### src/rtl/lza_norm_arbiter_if.sv
// lza_norm_arbiter_if
//   Bundles the requester-side and result-side handshake signals of
//   lza_norm_arbiter.
//   req_valid/req_ready : per-requester handshake (NREQ bits each)
//   req_mant            : 16-bit mantissas, requester i at [16*i+15:16*i]
//   req_exp             : exponents, requester i at [EXP_W*i+EXP_W-1:EXP_W*i]
//   out_valid/out_ready : result handshake
//   out_mant/out_exp    : normalized mantissa, adjusted exponent
//   out_id/out_zero     : source requester index, zero-mantissa flag
//   The master modport is the environment side. The slave modport is the
//   arbiter side.
interface lza_norm_arbiter_if #(
    parameter int NREQ  = 4,
    parameter int EXP_W = 8,
    parameter int ID_W  = 2
) ();
    logic [NREQ-1:0]       req_valid;
    logic [NREQ-1:0]       req_ready;
    logic [16*NREQ-1:0]    req_mant;
    logic [EXP_W*NREQ-1:0] req_exp;
    logic                  out_valid;
    logic                  out_ready;
    logic [15:0]           out_mant;
    logic [EXP_W-1:0]      out_exp;
    logic [ID_W-1:0]       out_id;
    logic                  out_zero;

    modport master (
        output req_valid, req_mant, req_exp, out_ready,
        input  req_ready, out_valid, out_mant, out_exp, out_id, out_zero
    );

    modport slave (
        input  req_valid, req_mant, req_exp, out_ready,
        output req_ready, out_valid, out_mant, out_exp, out_id, out_zero
    );
endinterface

### src/rtl/lza_norm_arbiter.sv
// lza_norm_arbiter
//   Shares one 16-bit leading-zero detector and left shifter between NREQ
//   requesters. Each cycle a round-robin arbiter grants one requester. It
//   normalizes that requester's mantissa and lowers the exponent by the
//   shift amount. Two register stages sit between input and output:
//   S1 captures the request and S2 holds the result.
//   Ports:
//     clk       : clock; all state updates on the rising edge
//     rst       : asynchronous active-high reset
//     bus       : lza_norm_arbiter_if slave modport (requests and results)
//     stall_cnt : saturating count of cycles with out_valid & !out_ready.
//                 This port exists only when LZA_NORM_ARBITER_STATS_EN is
//                 defined.
//   Optional feature macro: LZA_NORM_ARBITER_STATS_EN
module lza_norm_arbiter #(
    parameter int NREQ  = 4,
    parameter int EXP_W = 8,
    parameter int ID_W  = 2
) (
    input logic              clk,
    input logic              rst,
    lza_norm_arbiter_if.slave bus
`ifdef LZA_NORM_ARBITER_STATS_EN
    ,
    output logic [15:0]      stall_cnt
`endif
);
    // Width that can hold both the exponent and a leading-zero count of 0..16.
    localparam int CW = (EXP_W > 5) ? EXP_W : 5;

    logic                  s1_valid_q, s1_valid_d;
    logic [15:0]           s1_mant_q, s1_mant_d;
    logic [EXP_W-1:0]      s1_exp_q, s1_exp_d;
    logic [ID_W-1:0]       s1_id_q, s1_id_d;
    logic [ID_W-1:0]       rr_ptr_q, rr_ptr_d;

    logic                  s2_valid_q, s2_valid_d;
    logic [15:0]           s2_mant_q, s2_mant_d;
    logic [EXP_W-1:0]      s2_exp_q, s2_exp_d;
    logic [ID_W-1:0]       s2_id_q, s2_id_d;
    logic                  s2_zero_q, s2_zero_d;

    logic                  s2_adv, s1_adv;
    logic                  grant_found;
    logic [ID_W-1:0]       grant_idx;
    logic [NREQ-1:0]       ready_v;
    logic [4:0]            lz;
    logic [CW-1:0]         exp_x, lz_x;
    logic [15:0]           n_mant;
    logic [EXP_W-1:0]      n_exp;
    logic                  n_zero;

    assign s2_adv = !s2_valid_q || bus.out_ready;
    assign s1_adv = !s1_valid_q || s2_adv;

    // Round-robin search that starts at rr_ptr and wraps modulo NREQ.
    // NREQ need not be a power of two.
    always_comb begin
        int unsigned idx;
        logic [ID_W-1:0] cand;
        grant_found = 1'b0;
        grant_idx   = '0;
        for (int unsigned i = 0; i < NREQ; i++) begin
            idx = 32'(rr_ptr_q) + i;
            if (idx >= NREQ) idx = idx - NREQ;
            cand = ID_W'(idx);
            if (!grant_found && bus.req_valid[cand]) begin
                grant_found = 1'b1;
                grant_idx   = cand;
            end
        end
    end

    always_comb begin
        ready_v = '0;
        if (s1_adv && grant_found) ready_v[grant_idx] = 1'b1;
    end
    assign bus.req_ready = ready_v;

    // Leading-zero count. The scan runs upward, so the highest set bit is
    // the last one written and sets the count.
    always_comb begin
        lz = 5'd16;
        for (int unsigned b = 0; b < 16; b++) begin
            if (s1_mant_q[b]) lz = 5'(15 - b);
        end
    end

    always_comb begin
        exp_x  = CW'(s1_exp_q);
        lz_x   = CW'(lz);
        n_mant = '0;
        n_exp  = '0;
        n_zero = 1'b0;
        if (lz == 5'd16) begin
            n_zero = 1'b1;
        end else if (exp_x >= lz_x) begin
            n_mant = s1_mant_q << lz;
            n_exp  = EXP_W'(exp_x - lz_x);
        end else begin
            // Underflow: shift only as far as the exponent allows. The
            // result is left denormal.
            n_mant = s1_mant_q << s1_exp_q;
        end
    end

    always_comb begin
        s1_valid_d = s1_valid_q;
        s1_mant_d  = s1_mant_q;
        s1_exp_d   = s1_exp_q;
        s1_id_d    = s1_id_q;
        rr_ptr_d   = rr_ptr_q;
        s2_valid_d = s2_valid_q;
        s2_mant_d  = s2_mant_q;
        s2_exp_d   = s2_exp_q;
        s2_id_d    = s2_id_q;
        s2_zero_d  = s2_zero_q;

        if (s1_adv) begin
            s1_valid_d = grant_found;
            if (grant_found) begin
                s1_mant_d = bus.req_mant[16*grant_idx +: 16];
                s1_exp_d  = bus.req_exp[EXP_W*grant_idx +: EXP_W];
                s1_id_d   = grant_idx;
                rr_ptr_d  = (grant_idx == ID_W'(NREQ - 1)) ? '0 : grant_idx + 1'b1;
            end
        end

        if (s2_adv) begin
            s2_valid_d = s1_valid_q;
            if (s1_valid_q) begin
                s2_mant_d = n_mant;
                s2_exp_d  = n_exp;
                s2_id_d   = s1_id_q;
                s2_zero_d = n_zero;
            end
        end
    end

    always_ff @(posedge clk or posedge rst) begin
        if (rst) begin
            s1_valid_q <= 1'b0;
            s1_mant_q  <= '0;
            s1_exp_q   <= '0;
            s1_id_q    <= '0;
            rr_ptr_q   <= '0;
            s2_valid_q <= 1'b0;
            s2_mant_q  <= '0;
            s2_exp_q   <= '0;
            s2_id_q    <= '0;
            s2_zero_q  <= 1'b0;
        end else begin
            s1_valid_q <= s1_valid_d;
            s1_mant_q  <= s1_mant_d;
            s1_exp_q   <= s1_exp_d;
            s1_id_q    <= s1_id_d;
            rr_ptr_q   <= rr_ptr_d;
            s2_valid_q <= s2_valid_d;
            s2_mant_q  <= s2_mant_d;
            s2_exp_q   <= s2_exp_d;
            s2_id_q    <= s2_id_d;
            s2_zero_q  <= s2_zero_d;
        end
    end

    assign bus.out_valid = s2_valid_q;
    assign bus.out_mant  = s2_mant_q;
    assign bus.out_exp   = s2_exp_q;
    assign bus.out_id    = s2_id_q;
    assign bus.out_zero  = s2_zero_q;

`ifdef LZA_NORM_ARBITER_STATS_EN
    logic [15:0] stall_cnt_q, stall_cnt_d;

    always_comb begin
        stall_cnt_d = stall_cnt_q;
        if (s2_valid_q && !bus.out_ready && stall_cnt_q != 16'hFFFF)
            stall_cnt_d = stall_cnt_q + 16'd1;
    end

    always_ff @(posedge clk or posedge rst) begin
        if (rst) stall_cnt_q <= '0;
        else     stall_cnt_q <= stall_cnt_d;
    end

    assign stall_cnt = stall_cnt_q;
`endif
endmodule

### src/flat_wrapper.sv
// flat-port wrapper written by rule: the top's interface ports become plain ports
module lza_norm_arbiter_flat 
#(
    parameter int NREQ  = 4,
    parameter int EXP_W = 8,
    parameter int ID_W  = 2
)
  (clk, rst, bus_req_valid, bus_req_mant, bus_req_exp, bus_out_ready, bus_req_ready, bus_out_valid, bus_out_mant, bus_out_exp, bus_out_id, bus_out_zero);
  lza_norm_arbiter_if #(.NREQ(NREQ), .EXP_W(EXP_W), .ID_W(ID_W)) bus_i ();
  input logic clk;
  input logic rst;
  input wire logic [$bits(bus_i.req_valid)-1:0] bus_req_valid;
  input wire logic [$bits(bus_i.req_mant)-1:0] bus_req_mant;
  input wire logic [$bits(bus_i.req_exp)-1:0] bus_req_exp;
  input wire logic [$bits(bus_i.out_ready)-1:0] bus_out_ready;
  output wire logic [$bits(bus_i.req_ready)-1:0] bus_req_ready;
  output wire logic [$bits(bus_i.out_valid)-1:0] bus_out_valid;
  output wire logic [$bits(bus_i.out_mant)-1:0] bus_out_mant;
  output wire logic [$bits(bus_i.out_exp)-1:0] bus_out_exp;
  output wire logic [$bits(bus_i.out_id)-1:0] bus_out_id;
  output wire logic [$bits(bus_i.out_zero)-1:0] bus_out_zero;
  assign bus_i.req_valid = bus_req_valid;
  assign bus_i.req_mant = bus_req_mant;
  assign bus_i.req_exp = bus_req_exp;
  assign bus_i.out_ready = bus_out_ready;
  assign bus_req_ready = bus_i.req_ready;
  assign bus_out_valid = bus_i.out_valid;
  assign bus_out_mant = bus_i.out_mant;
  assign bus_out_exp = bus_i.out_exp;
  assign bus_out_id = bus_i.out_id;
  assign bus_out_zero = bus_i.out_zero;
  lza_norm_arbiter #(.NREQ(NREQ), .EXP_W(EXP_W), .ID_W(ID_W)) u_core (.clk(clk), .rst(rst), .bus(bus_i));
endmodule
### config.mk
export PLATFORM = sky130hd
export DESIGN_NAME = lza_norm_arbiter_flat
export DESIGN_NICKNAME = d
export VERILOG_FILES = /design/src/rtl/lza_norm_arbiter_if.sv /design/src/rtl/lza_norm_arbiter.sv /design/src/flat_wrapper.sv
export SDC_FILE = /design/constraint.sdc
export NUM_CORES = 1
export LEC_CHECK = 0
export ABC_CLOCK_PERIOD_IN_PS = 5000
export CAP_MARGIN = 25
export CORE_MARGIN = 4
export CORE_UTILIZATION = 51
export CTS_CLUSTER_SIZE = 12
export DETAILED_ROUTE_END_ITERATION = 8
export PLACE_DENSITY = 0.87
export SLEW_MARGIN = 10
export SYNTH_ARGS = -nofsm -noshare
export SYNTH_HDL_FRONTEND = slang
export SYNTH_SLANG_ARGS = --single-unit
### constraint.sdc
create_clock -name clk -period 5 [get_ports clk]
set_input_delay 0.5 -clock clk [delete_from_list [all_inputs] [get_ports clk]]
set_output_delay 0.5 -clock clk [all_outputs]
set_load 0.1 [all_outputs]
Word-level counts from Yosys, hierarchy flattened
Index checks and enable logic that the tools add are counted.
Word-level totals
  flip-flop bits (word level): 57
  input port bits: 103
  output and inout bits: 32
  word-level logic and storage cells: 95
Cells by class
  add/subtract/negate cells: 9
  order comparisons: 11
  equality and inequality tests: 2
  shift operators: 4
  muxes and demuxes: 45
  reductions and logical operators: 14
Operator list (count)
  two-way mux 5 bit: 16
  indexed part select 64 x 7 -> 16 bit: 1
  two-way mux 16 bit: 2
  indexed part select 32 x 6 -> 8 bit: 1
  two-way mux 2 bit: 9
  two-way mux 8 bit: 2
  << shifter 16 x 5 -> 16 bit: 1
  << shifter 16 x 8 -> 16 bit: 1
  less-than comparator 2 x 3 -> 1 bit, second input constant: 5
  two-way mux 1 bit: 10
  greater-or-equal comparator 3 bit, second input constant: 3
  binary-select mux 1 bit (select 2 bit): 4
  greater-or-equal comparator 8 x 5 -> 1 bit: 1
  subtractor 2 x 1 -> 2 bit, second input constant: 4
  subtractor 8 x 5 -> 8 bit: 1
  adder 2 x 2 -> 3 bit, second input constant: 2
  == test 5 bit, second input constant: 1
  logical AND 1 bit: 5
  logical NOT 1 bit: 5
  two-way mux 4 bit: 1
  AND reduction 2 bit: 2
  adder 2 x 1 -> 3 bit, second input constant: 1
  greater-or-equal comparator 2 x 3 -> 1 bit, second input constant: 1
  adder 2 x 1 -> 2 bit, second input constant: 1
  4 further kinds: 5

Longest topological paths before layout
Gate-level depths: netlist of run 1.
  word-level depth: 19
  mapped depth: 18
  mapped depth without buffers: 14

Worst setup path after synthesis of run 1
OpenSTA, ideal clock, no wires.
  path type: input port to output port
  start point: input port bus_req_valid[2]
  end point: output port bus_req_ready[3]
  data arrival time: 3.040 ns
  required time: 4.500 ns
  path slack: 1.460 ns
  stages on the path: 9
  path buffers: 2
  cell sequence: mux2i_1 -> nor2_1 -> or3_1 -> clkbuf_1 -> inv_2 -> clkbuf_1 -> ha_1 -> inv_1 -> nor2_1
Between the ends
  cells in the longest elaborated chain, start to end: 17
  elaborated cells between the ends (all ways): 29
  classes of those cells: 2 x order compare; 19 x mux; 8 x reduce/logical
RTL lines
  start: declaration: RTL line flat_wrapper.sv:12  | input wire logic [$bits(bus_i.req_valid)-1:0] bus_req_valid;
  binary-select mux 1 bit (select 2 bit): RTL line lza_norm_arbiter.sv:67  | if (!grant_found && bus.req_valid[cand]) begin
  two-way mux 1 bit (not written as such): RTL line lza_norm_arbiter.sv:67
  two-way mux 1 bit: RTL line lza_norm_arbiter.sv:67
  logical NOT 1 bit: RTL line lza_norm_arbiter.sv:67
  logical AND 1 bit: RTL line lza_norm_arbiter.sv:67
  two-way mux 1 bit: RTL line lza_norm_arbiter.sv:67
  logical NOT 1 bit: RTL line lza_norm_arbiter.sv:67
  logical AND 1 bit: RTL line lza_norm_arbiter.sv:67
  [... 2 more ...]
  logical AND 1 bit: RTL line lza_norm_arbiter.sv:67
  two-way mux 2 bit (*): RTL line lza_norm_arbiter.sv:67
  via u_core.grant_idx[0]: RTL line lza_norm_arbiter.sv:45  | logic [ID_W-1:0] grant_idx;
  less-than comparator 2 x 3 -> 1 bit (not written as such) / greater-or-equal comparator 2 x 1 -> 1 bit (equally long branches): RTL line lza_norm_arbiter.sv:76  | if (s1_adv && grant_found) ready_v[grant_idx] = 1'b1;
  logical AND 1 bit (not written as such): RTL line lza_norm_arbiter.sv:76
  two-way mux 1 bit (not written as such): RTL line lza_norm_arbiter.sv:76
  demux 1 bit (select 2 bit) (*)
  two-way mux 4 bit (*): RTL line lza_norm_arbiter.sv:76
  end: declaration: RTL line flat_wrapper.sv:16  | output wire logic [$bits(bus_i.req_ready)-1:0] bus_req_ready;
Mark *: on every way through the listed nets, which the timed path passes. The rest lies on a longest branch. The select of a mux whose other input is x is not followed.

Worst setup path after layout of run 1
  start point: register u_core.s1_mant_q[0]
  end point: register u_core.s2_mant_q[14], in the netlist u_core.bus.out_mant[14]
Between the ends
  cells in the longest elaborated chain, start to end: 19
  elaborated cells between the ends (all ways): 22
  classes of those cells: 1 x order compare; 1 x eq/ne; 2 x shift; 18 x mux
RTL lines
  start: declaration: RTL line lza_norm_arbiter.sv:32  | logic [15:0] s1_mant_q, s1_mant_d;
  start signal: assignment: RTL line lza_norm_arbiter.sv:154  | s1_mant_q <= s1_mant_d;
  two-way mux 5 bit (16 in series): RTL line lza_norm_arbiter.sv:85  | if (s1_mant_q[b]) lz = 5'(15 - b);
  greater-or-equal comparator 8 x 5 -> 1 bit / << shifter 16 x 5 -> 16 bit (equally long branches): RTL line lza_norm_arbiter.sv:97, lza_norm_arbiter.sv:98
  two-way mux 16 bit: RTL line lza_norm_arbiter.sv:97  | end else if (exp_x >= lz_x) begin
  two-way mux 16 bit (*): RTL line lza_norm_arbiter.sv:95  | if (lz == 5'd16) begin
  end signal: assignment: RTL line lza_norm_arbiter.sv:159  | s2_mant_q <= s2_mant_d;
  end: declaration: RTL line lza_norm_arbiter.sv:38  | logic [15:0] s2_mant_q, s2_mant_d;
Every way passes the cells marked *; elsewhere a longest branch is shown, timed or not.
A chain may end at the register's enable or synchronous reset.

==> metrics, run 1 <==
Area after DPL=~5600 µm²; pre-CTS setup slack=868 ps; # hold bufs at CTS=0; DRC violation count after routing=0; top fanout value on the critical path=17; I/O Buffers=approximately 130; share of total power consumed by net switching=around 54%; leftover overflow at the end of global routing=0; pin count of the biggest net entering global routing=61; vertical die dimension=99.2 µm; share of synthesized flip-flops with an asynchronous set or reset=100%; mapped cell area=roughly 4200 µm²; max-slew violation total from the final report=0; cell types occupying the most area after synthesis=sky130_fd_sc_hd__dfrtp_1, sky130_fd_sc_hd__nand2_1, sky130_fd_sc_hd__mux2i_1; share of cell area taken by muxes after synthesis=~11%; Static Leakage=around 0.0026 µW; maximum operating frequency=239 MHz; final critical path time including I/O delays and setup=4190 ps; share of layout cells above drive strength 1=approximately 7.6%; GRT Total Usage=a little under a quarter; mean instance size in the synthesized netlist=7.64 µm²; Post-CTS Setup Bufs=0; Inserted Clock Buffers=9; number of endpoints with negative hold slack in the final report=0; P_int=between 1500 and 2000 µW; antenna violations before repair=0; cell type with the highest aggregate area in the netlist=sky130_fd_sc_hd__dfrtp_1; vias in the first global route=4217; final routed wirelength across all metal layers=11.8 mm; width of the die=around 99 µm; Critical Path Start=u_core.s1_mant_q[0]$_DFFE_PP0P_; clock latency reported for the late side of the worst-skew pair=roughly 350 ps; CTS tree=yes; I/O pin cnt=between 100 and 150; master cell of the clock root buffer=sky130_fd_sc_hd__clkbuf_8; part of the power in the clock network=11.5%; Clock Pin Slew Worst Setup and Hold Paths=60 ps; number of setup violations in the final report=0; Antenna Diode Count=0; worst flop-to-flop path startpoint=u_core.s1_mant_q[0]$_DFFE_PP0P_; pwr/cell area=679 nW/µm²; worst clock skew=7.94 ps; depth of the CTS H-tree=3; syn_nets=around 670; register bit count reported by yosys=57; Final GP Congestion=0.881; fin nets=between 700 and 800; most frequent cells in the layout=sky130_fd_sc_hd__clkdlybuf4s50_1, sky130_fd_sc_hd__nand2_1, sky130_fd_sc_hd__nor2_1; adder-cell share of the synthesized area=under 10%; sequential fraction of the synthesis area=about a third; warnings from Yosys=0; placeable core region=a little under 8000 µm²; setup ws final=a little over 800 ps; TritonRoute pass-1 iters=4; number of cell rows=32; Total Negative Setup Slacks=0 ps; fin crit share=83.8%; vias per cell=around 5.5; number of synthesized flops with an enable pin=0; hpwl dp=9.15 mm; XOR/XNOR share of the synthesized area=under 10%; number of sinks driven by the clock tree=57; category of the worst setup path launch point=flip-flop; Simple-Gate Fraction of Synth Area=26.3%; MaxCap Viol Count=0; class of the tightest hold or removal check=in2async; Post-Route Utilization=~74%; hold slack final=476 ps; clock buffer depth=2; class of the most critical setup path=reg2reg; total via count in the routed design=between 4000 and 5000; gate count of the mapped netlist=555; outcome=completed; tightest slew margin relative to the limit=a little under a third; dominant combinational cell family by area after synthesis=simple AND/OR/NAND/NOR gates; kind of end point of the critical path=flip-flop; initial standard-cell utilization of the core=53.7%; unrepaired setup endpoints after global routing=no; slew at the pin closest to its max-slew limit=1030 ps; share of Yosys cell area claimed by the top area cell type=about a third; CP arrival=around 4400 ps; post-route ant nets=0; Cell variety after synth=62; Gates resized, CTS repair=0; global-route wire length before repair=19.6 mm; fraction of power consumed by sequential logic=between 20% and 30%; complex-gate fraction of the synthesized area=between 10% and 20%; routed wire length per instance=15.2 µm; area of all placed cells without fillers=between 5000 and 6000 µm²; required time of the critical path=5250 ps; synthesis-to-finish area growth=37.2%; Max rail drop VDD=roughly 0.00025 V; Gate power share=between 60% and 70%; initial detailed-routing violation count=~230; net switching power figure=between 2000 and 2500 µW; Die ar.=9830 µm²; number of fill cells in the layout=around 600; most used flip-flop cell after synthesis=sky130_fd_sc_hd__dfrtp_1; most common cell after layout, fill and taps aside=sky130_fd_sc_hd__clkdlybuf4s50_1
-- sequential cells by signal, indices dropped and copies added (netlist names) --
name / flops
u_core.bus.out_exp: 8
u_core.bus.out_id: 2
u_core.bus.out_mant: 16
u_core.bus.out_valid: 1
u_core.bus.out_zero: 1
u_core.exp_x: 8
u_core.rr_ptr_q: 2
u_core.s1_id_q: 2
u_core.s1_mant_q: 16
u_core.s1_valid_q: 1
-- cells by family (layout without fill, tap and decap cells) --
group | Yosys count | count (layout)
AOI/OAI and AO/OA | 125 | 125
xor gates and xnor gates | 6 | 6
adders and majority gates | 11 | 11
buffers and inverters | 55 | 173
DFF | 57 | 57
muxes | 43 | 43
and+or+nand+nor | 258 | 258
-- final cells by class --
class / count / area (µm²) / share of cell area [%]
Clock inverter: 4 / 50.0 / 0.861
Timing Repair Buffer: 140 / 1410 / 24.2
Clock buffer: 12 / 165 / 2.84
Inverter: 17 / 63.8 / 1.10
Multi-Input combinational cell: 443 / 2570 / 44.2
Sequential cell: 57 / 1430 / 24.5
Tap cell: 102 / 128 / 2.20
-- synthesized netlist by cell type (3+ instances only) --
cell / count
sky130_fd_sc_hd__nand2_1: 108
sky130_fd_sc_hd__nor2_1: 92
sky130_fd_sc_hd__dfrtp_1: 57
sky130_fd_sc_hd__o21ai_0: 39
sky130_fd_sc_hd__mux2i_1: 35
sky130_fd_sc_hd__nand3_1: 32
sky130_fd_sc_hd__o21ai_1: 31
sky130_fd_sc_hd__clkbuf_1: 25
sky130_fd_sc_hd__inv_1: 15
sky130_fd_sc_hd__a21oi_1: 11
sky130_fd_sc_hd__ha_1: 10
sky130_fd_sc_hd__a22oi_1: 7
sky130_fd_sc_hd__buf_2: 7
sky130_fd_sc_hd__a31oi_1: 5
sky130_fd_sc_hd__nand2b_1: 5
sky130_fd_sc_hd__a22o_1: 4
sky130_fd_sc_hd__mux2_2: 4
sky130_fd_sc_hd__nor4_1: 4
sky130_fd_sc_hd__o21a_1: 4
sky130_fd_sc_hd__xnor2_1: 4
sky130_fd_sc_hd__nor2b_1: 3
sky130_fd_sc_hd__o211ai_1: 3
-- per-layer routing --
metal  part of all wire, %  track usage, %  wire, µm
met4                   1.5            5.88       176
met2                    46            38.7      5470
met5                     0               0         0
met1                    45            31.2      5260
met3                   7.7            7.92       906
-- worst paths after layout --
check / to / slack, ps / depth (start not counted)
min in group clk: u_core.s1_id_q[1]$_DFFE_PP0P_ / 480 / 2
worst min-delay path: u_core.bus.out_exp[1]$_DFFE_PP0P_ / 480 / 2
max in group asynchronous: u_core.rr_ptr_q[0]$_DFFE_PP0P_ / 3980 / 3
worst max register to register: u_core.bus.out_mant[14]$_DFFE_PP0P_ / 810 / 14
worst max-delay path: u_core.bus.out_mant[14]$_DFFE_PP0P_ / 810 / 14
worst min register to register: u_core.s1_id_q[1]$_DFFE_PP0P_ / 480 / 2
-- worst max-delay path: stages (launching register included) --
cell and delay [ps]:
sky130_fd_sc_hd__dfrtp_1 570, sky130_fd_sc_hd__nand2b_1 90, sky130_fd_sc_hd__a2111oi_0 430, sky130_fd_sc_hd__o211a_1 270
sky130_fd_sc_hd__ha_1 150, sky130_fd_sc_hd__inv_1 50, sky130_fd_sc_hd__fa_1 420, sky130_fd_sc_hd__nand4_1 100
sky130_fd_sc_hd__o211a_2 280, sky130_fd_sc_hd__and2_1 280, sky130_fd_sc_hd__o21a_1 660, sky130_fd_sc_hd__a21oi_1 180
sky130_fd_sc_hd__a22oi_2 230, sky130_fd_sc_hd__mux2i_1 150, sky130_fd_sc_hd__o311ai_2 230
-- metrics by stage --
stage	power (µW)	std cells
after detailed placement	3470	758
after CTS	3930	774
after global routing	4190	775
after global placement	3410	757
after floorplan	2890	555
final	3950	775
-- power by group through the flow --
stage | Sequential [µW] | Combinational, µW | Clock [µW]
global route | 910 | 2810 | 478
floorplan | 1480 | 1410 | 0
global placement | 867 | 2540 | 0
detailed placement | 887 | 2580 | 0
CTS | 879 | 2600 | 457
finish | 881 | 2620 | 452
No activity file was read; power rests on OpenSTA's default activity.
==> run 2, diff against run 1 <==
- ABC_CLOCK_PERIOD_IN_PS: 5000 -> 3700
- CORE_UTILIZATION: 51 -> 43
- PLACE_DENSITY: 0.87 -> 0.78
- clock period: 5 -> 3.7 ns (I/O delays scaled with it)
==> run 2 against run 1 <==
Effect of this change: non-clock buffer count up 22; via count increased by 2.4%; die area up 17%; critical path depth shrank 1; utilization is 8.7 points lower; register-to-register slack worse by 660 ps; first-iteration DRC count up 32%; combinational power is 49% higher; total power is 43% higher; design area grew 5.3%; sequential power is 29% higher; largest power group unchanged.
==> metrics, run 2 (synthesis results as in run 1) <==
GRT Total Usage=~22%; routed wire length per instance=15.3 µm; pin count of the biggest net entering global routing=52; # hold bufs at CTS=0; slew at the pin closest to its max-slew limit=around 1000 ps; initial detailed-routing violation count=299; depth of the CTS H-tree=3; Total Negative Setup Slacks=0 ps; total via count in the routed design=about 4400; Antenna Diode Count=0; antenna violations before repair=0; total power=around 5600 µW; worst clock skew=8.28 ps; most common cell after layout, fill and taps aside=sky130_fd_sc_hd__clkdlybuf4s50_1; tightest slew margin relative to the limit=between 30% and 40%; pwr/cell area=between 900 and 1000 nW/µm²; reg-to-reg slack, setup=~140 ps; class of the most critical setup path=reg2reg; worst flop-to-flop path startpoint=u_core.s1_mant_q[4]$_DFFE_PP0P_; width of the die=roughly 110 µm; Post-Route Utilization=around two thirds; post-route ant nets=0; number of endpoints with negative hold slack in the final report=0; Inserted Clock Buffers=9; initial standard-cell utilization of the core=a little under half; synthesis-to-finish area growth=44.5%; final critical path time including I/O delays and setup=3560 ps; share of total power consumed by net switching=a little over half; category of the worst setup path launch point=flip-flop; count of non-filler cells in the finished layout=around 830; number of cell rows=35; kind of end point of the critical path=flip-flop; maximum operating frequency=about 280 MHz; CTS tree=yes; class of the tightest hold or removal check=in2async; MaxCap Viol Count=0; DRC violation count after routing=0; global-route wire length before repair=20.4 mm; number of setup violations in the final report=0; unrepaired setup endpoints after global routing=no; fraction of power consumed by sequential logic=around a fifth; hpwl dp=between 9 and 10 mm; outcome=completed; vertical die dimension=about 110 µm; part of the power in the clock network=10.4%; Gate power share=between 60% and 70%; capture point of the worst reg-to-reg path=u_core.bus.out_mant[13]$_DFFE_PP0P_; I/O pin cnt=between 100 and 150; count of cells along the worst register-to-register path=13; share of layout cells above drive strength 1=a little under an eighth; final routed wirelength across all metal layers=12.6 mm; Static Leakage=roughly 0.0027 µW; number of sinks driven by the clock tree=between 50 and 60; Final GP Congestion=approximately 0.9; Max rail drop VDD=~0.0005 V; pre-CTS setup slack=-28.0 ps; clock latency reported for the late side of the worst-skew pair=approximately 340 ps; setup ws final=about 140 ps; leftover overflow at the end of global routing=0; top fanout value on the critical path=6; required time of the critical path=around 4000 ps; vias per cell=5.30; fin crit share=a little over nine tenths; placeable core region=9420 µm²; CP arrival=3770 ps; net switching power figure=approximately 3000 µW; I/O Buffers=134; P_int=between 2000 and 3000 µW; number of instances in the placed design=about 800; vias in the first global route=between 4000 and 5000; most frequent cells in the layout=sky130_fd_sc_hd__clkdlybuf4s50_1, sky130_fd_sc_hd__nand2_1, sky130_fd_sc_hd__nor2_1; Clock Pin Slew Worst Setup and Hold Paths=around 60 ps; clock buffer depth=2; max-slew violation total from the final report=0; fin nets=between 800 and 900; master cell of the clock root buffer=sky130_fd_sc_hd__clkbuf_8; Die ar.=11500 µm²; TritonRoute pass-1 iters=4
-- run 2: per-layer routing --
metal	part of all wire, %	vias up	track usage, %
li1	-	2188	-
met4	1.1	0	5.21
met5	0	-	0
met2	47	173	35.7
met3	9.1	13	7.26
met1	43	1996	28.5
-- run 2: final cells by class --
type	instances	area (µm²)
Tap cell	129	161
Clock buffer	12	155
Sequential cell	57	1430
Fill cell	801	3290
Inverter	17	63.8
Timing Repair Buffer	162	1600
Clock inverter	3	40.0
Multi-Input combinational cell	445	2680
-- run 2: per-stage QoR --
| stage | hold WS [ps] | area, µm² |
|---|---|---|
| after global placement | 459 | 5810 |
| final | 429 | 6120 |
| after global routing | 487 | 6120 |
| after CTS | 444 | 6030 |
| after floorplan | 446 | 4240 |
| after detailed placement | 470 | 5810 |
-- run 2: critical path, cell delays in order (launching register included) --
cell and delay, ps:
sky130_fd_sc_hd__dfrtp_2 440, sky130_fd_sc_hd__or4_4 570, sky130_fd_sc_hd__o21ai_1 130, sky130_fd_sc_hd__nand2_1 160, sky130_fd_sc_hd__ha_4 280, sky130_fd_sc_hd__and4_4 190
sky130_fd_sc_hd__a211oi_4 330, sky130_fd_sc_hd__nand2_4 120, sky130_fd_sc_hd__buf_4 170, sky130_fd_sc_hd__a21bo_2 220, sky130_fd_sc_hd__mux2_1 320, sky130_fd_sc_hd__and2_1 200
sky130_fd_sc_hd__a32oi_1 200, sky130_fd_sc_hd__o211ai_1 100
-- run 2: power groups by stage --
| stage | clock network, µW | registers, µW | logic (µW) |
|---|---|---|---|
| detailed placement | 0 | 1130 | 3760 |
| CTS | 596 | 1120 | 3790 |
| global route | 636 | 1180 | 4180 |
| global placement | 0 | 1120 | 3700 |
| finish | 586 | 1140 | 3910 |
| floorplan | 0 | 2000 | 1900 |
-- run 2: how the worst max path moves through the flow --
stage	start	to	slack [ps]	depth (start not counted)
after floorplan	u_core.rr_ptr_q[1]$_DFFE_PP0P_	bus_req_ready[3]	320	9
after global placement	u_core.s1_mant_q[4]$_DFFE_PP0P_	u_core.bus.out_mant[13]$_DFFE_PP0P_	80	12
after detailed placement	u_core.s1_mant_q[4]$_DFFE_PP0P_	u_core.bus.out_mant[14]$_DFFE_PP0P_	-30	12
after CTS	u_core.s1_mant_q[4]$_DFFE_PP0P_	u_core.bus.out_mant[14]$_DFFE_PP0P_	40	12
after global routing	u_core.s1_mant_q[4]$_DFFE_PP0P_	u_core.bus.out_mant[13]$_DFFE_PP0P_	10	13
final	u_core.s1_mant_q[4]$_DFFE_PP0P_	u_core.bus.out_mant[13]$_DFFE_PP0P_	140	13
-- run 2: timing repair --
| item | CTS | global route |
|---|---|---|
| buffers inserted | 0 | 0 |
| setup endpoints to repair | 4 | 14 |
| gates resized for setup | 2 | 15 |
| pin swaps | 0 | 2 |
| cloned | 1 | 1 |
==> RTL edit (settings of run 2) <==
`EXP_W` is set to 8 in 3 places; all go to 12.
--- a/src/rtl/lza_norm_arbiter_if.sv
+++ b/src/rtl/lza_norm_arbiter_if.sv
@@ -11,7 +11,7 @@
 //   arbiter side.
 interface lza_norm_arbiter_if #(
     parameter int NREQ  = 4,
-    parameter int EXP_W = 8,
+    parameter int EXP_W = 12,
     parameter int ID_W  = 2
 ) ();
     logic [NREQ-1:0]       req_valid;
--- a/src/rtl/lza_norm_arbiter.sv
+++ b/src/rtl/lza_norm_arbiter.sv
@@ -14,7 +14,7 @@
 //   Optional feature macro: LZA_NORM_ARBITER_STATS_EN
 module lza_norm_arbiter #(
     parameter int NREQ  = 4,
-    parameter int EXP_W = 8,
+    parameter int EXP_W = 12,
     parameter int ID_W  = 2
 ) (
     input logic              clk,
--- a/src/flat_wrapper.sv
+++ b/src/flat_wrapper.sv
@@ -2,7 +2,7 @@
 module lza_norm_arbiter_flat 
 #(
     parameter int NREQ  = 4,
-    parameter int EXP_W = 8,
+    parameter int EXP_W = 12,
     parameter int ID_W  = 2
 )
   (clk, rst, bus_req_valid, bus_req_mant, bus_req_exp, bus_out_ready, bus_req_ready, bus_out_valid, bus_out_mant, bus_out_exp, bus_out_id, bus_out_zero);
Ports: changed (resized bus_out_exp and bus_req_exp); port bits go from 135 to 155. The function was not compared with the original's and may differ.
==> RTL edit against run 2 <==
  * Routed wire length up 9.1%
  * Power is 11% higher
  * Setup slack worse by 0.060 ns
  * Global-route usage is 0.55 points lower
  * Area after synthesis increased by 6.8%
  * Sequential cell count increased by 8
  * Final area rose by 14%
  * Sequential share of layout area is 0.17 points higher
  * Largest cell class unchanged
  * Highest routed layer unchanged
==> RTL edit: results (changes against run 2) <==
Post-route DRC 0 (unchanged); CTS Buffer Depth 2 (unchanged); cts bufs inserted 9 (unchanged); Tightest Pin Transition 0.975 ns (-0.0293 ns); Post-Route WL 13.7 mm (+9.1%); WP data arrival 3.83 ns (+0.06 ns); initial antenna violation count 0 (unchanged); VDD IR-drop max 0.552 mV (+10%); Avg Inst Size Synth 7.44 um^2 (-2.5%); crit path max-delay cell type or4_4; number of global-route vias before repair 4762 (+12%); nets@finish 913 (+13%); share of cells above drive strength 1 0.158 (+0.0383); met3 usage 0.0356 (-0.0370); Overall Global Routing Usage 0.215 (-0.00553); Finish-stage setup viols 0 (unchanged); Port-buffer cells 154 (+15%); register area share after synthesis 0.359 (+0.0228); ys flop type dfrtp_1; Clk pin slew, worst setup/hold paths 0.07 ns; ys async rst share 1.00 (unchanged); cell family with most CP delay simple AND/OR/NAND/NOR gates; Yosys warnings 0 (unchanged); most frequent cells after synthesis nand2_1 (125), nor2_1 (110), o21ai_0 (80); Initial DRC Count 257 (-14%); Fin Clk Skew 0.00663 ns (-0.00164 ns); largest cells by area after synthesis dfrtp_1 (36%), nand2_1 (10%), nor2_1 (9.1%); met1 Resource Use GR 0.279 (-0.00599); first-pass GRT wire length 22.2 mm (+8.6%); CTS H-tree lvls 3 (unchanged); Max FO, Critical Path 8 (+2); status finished clean; GR met2 Demand/Resource 0.360 (+0.00387); Leak Pwr 0.00297 uW (+11%); Ant. Diodes 0 (unchanged); crit-path max cell delay 0.55 ns (-0.02 ns); placed insts 893 (+11%); Syn Nets 738 (+10%); Vias 4907 (+12%); worst-skew pair later-pin latency 0.34 ns (about the same); Root Driver clkbuf_8; routability cong. 0.891 (-0.21%); Yosys cell types 53 (-15%); final instance count without filler cells 923 (+12%); pre-CTS WS -0.0703 ns (-0.0423 ns); Worst Hold Class in -> async; largest net degree at the start of global routing 60 (+15%); Area after DPL 0.00644 mm^2 (+11%); first drt pass iteration count 5 (+1); HPWL Detailed 10.8 mm (+9.2%)
[RTL edit: worst paths after layout]
check,from,end,slack (ns),cells after the start
max,u_core.s1_mant_q[4],u_core.bus.out_mant[15],0.08,13
min,rst,u_core.bus.out_exp[5],0.46,2
max reg2reg,u_core.s1_mant_q[4],u_core.bus.out_mant[15],0.08,13
min reg2reg,u_core.bus.out_exp[11],u_core.bus.out_exp[11],0.48,2
max in group asynchronous,rst,u_core.s1_mant_q[7],2.36,3
min in group clk,u_core.bus.out_exp[11],u_core.bus.out_exp[11],0.48,2
[RTL edit: layer usage]
| metal | up-vias | wire length [um] |
|---|---|---|
| li1 | 2435 | - |
| met1 | 2282 | 5870 |
| met2 | 170 | 6790 |
| met3 | 20 | 859 |
| met4 | 0 | 220 |
| met5 | - | 0 |
[RTL edit: layout make-up]
class                           count  area [um^2]
Fill cell                         864         3310
Multi-Input combinational cell    492         2920
Timing Repair Buffer              198         1950
Sequential cell                    65         1640
Tap cell                          136          170
Clock buffer                       13          169
Inverter                           17         63.8
Clock inverter                      2         60.1
[RTL edit: timing repair]
action | 4_1_cts | 5_1_grt
pin swaps | 0 | 1
endpoints found under the setup margin | 7 | 15
resized for setup | 5 | 43
setup buffers | 0 | 14
cloned | 0 | 1
[RTL edit: cell families after synthesis]
group                    after synthesis  synth area share
AO/OA/AOI/OAI                        134             0.178
XOR/XNOR                              10            0.0194
adder cells (fa/ha/maj)               11            0.0321
buffers and inverters                 51            0.0464
flip-flops                            65             0.359
multiplexers                          32            0.0791
AND/OR/NAND/NOR                      305             0.285
[RTL edit: power breakdown]
part	leakage, uW	switching, uW	internal, uW
registers	0.000782	324	1010
logic	0.00207	2650	1590
clock network	0.000116	258	431
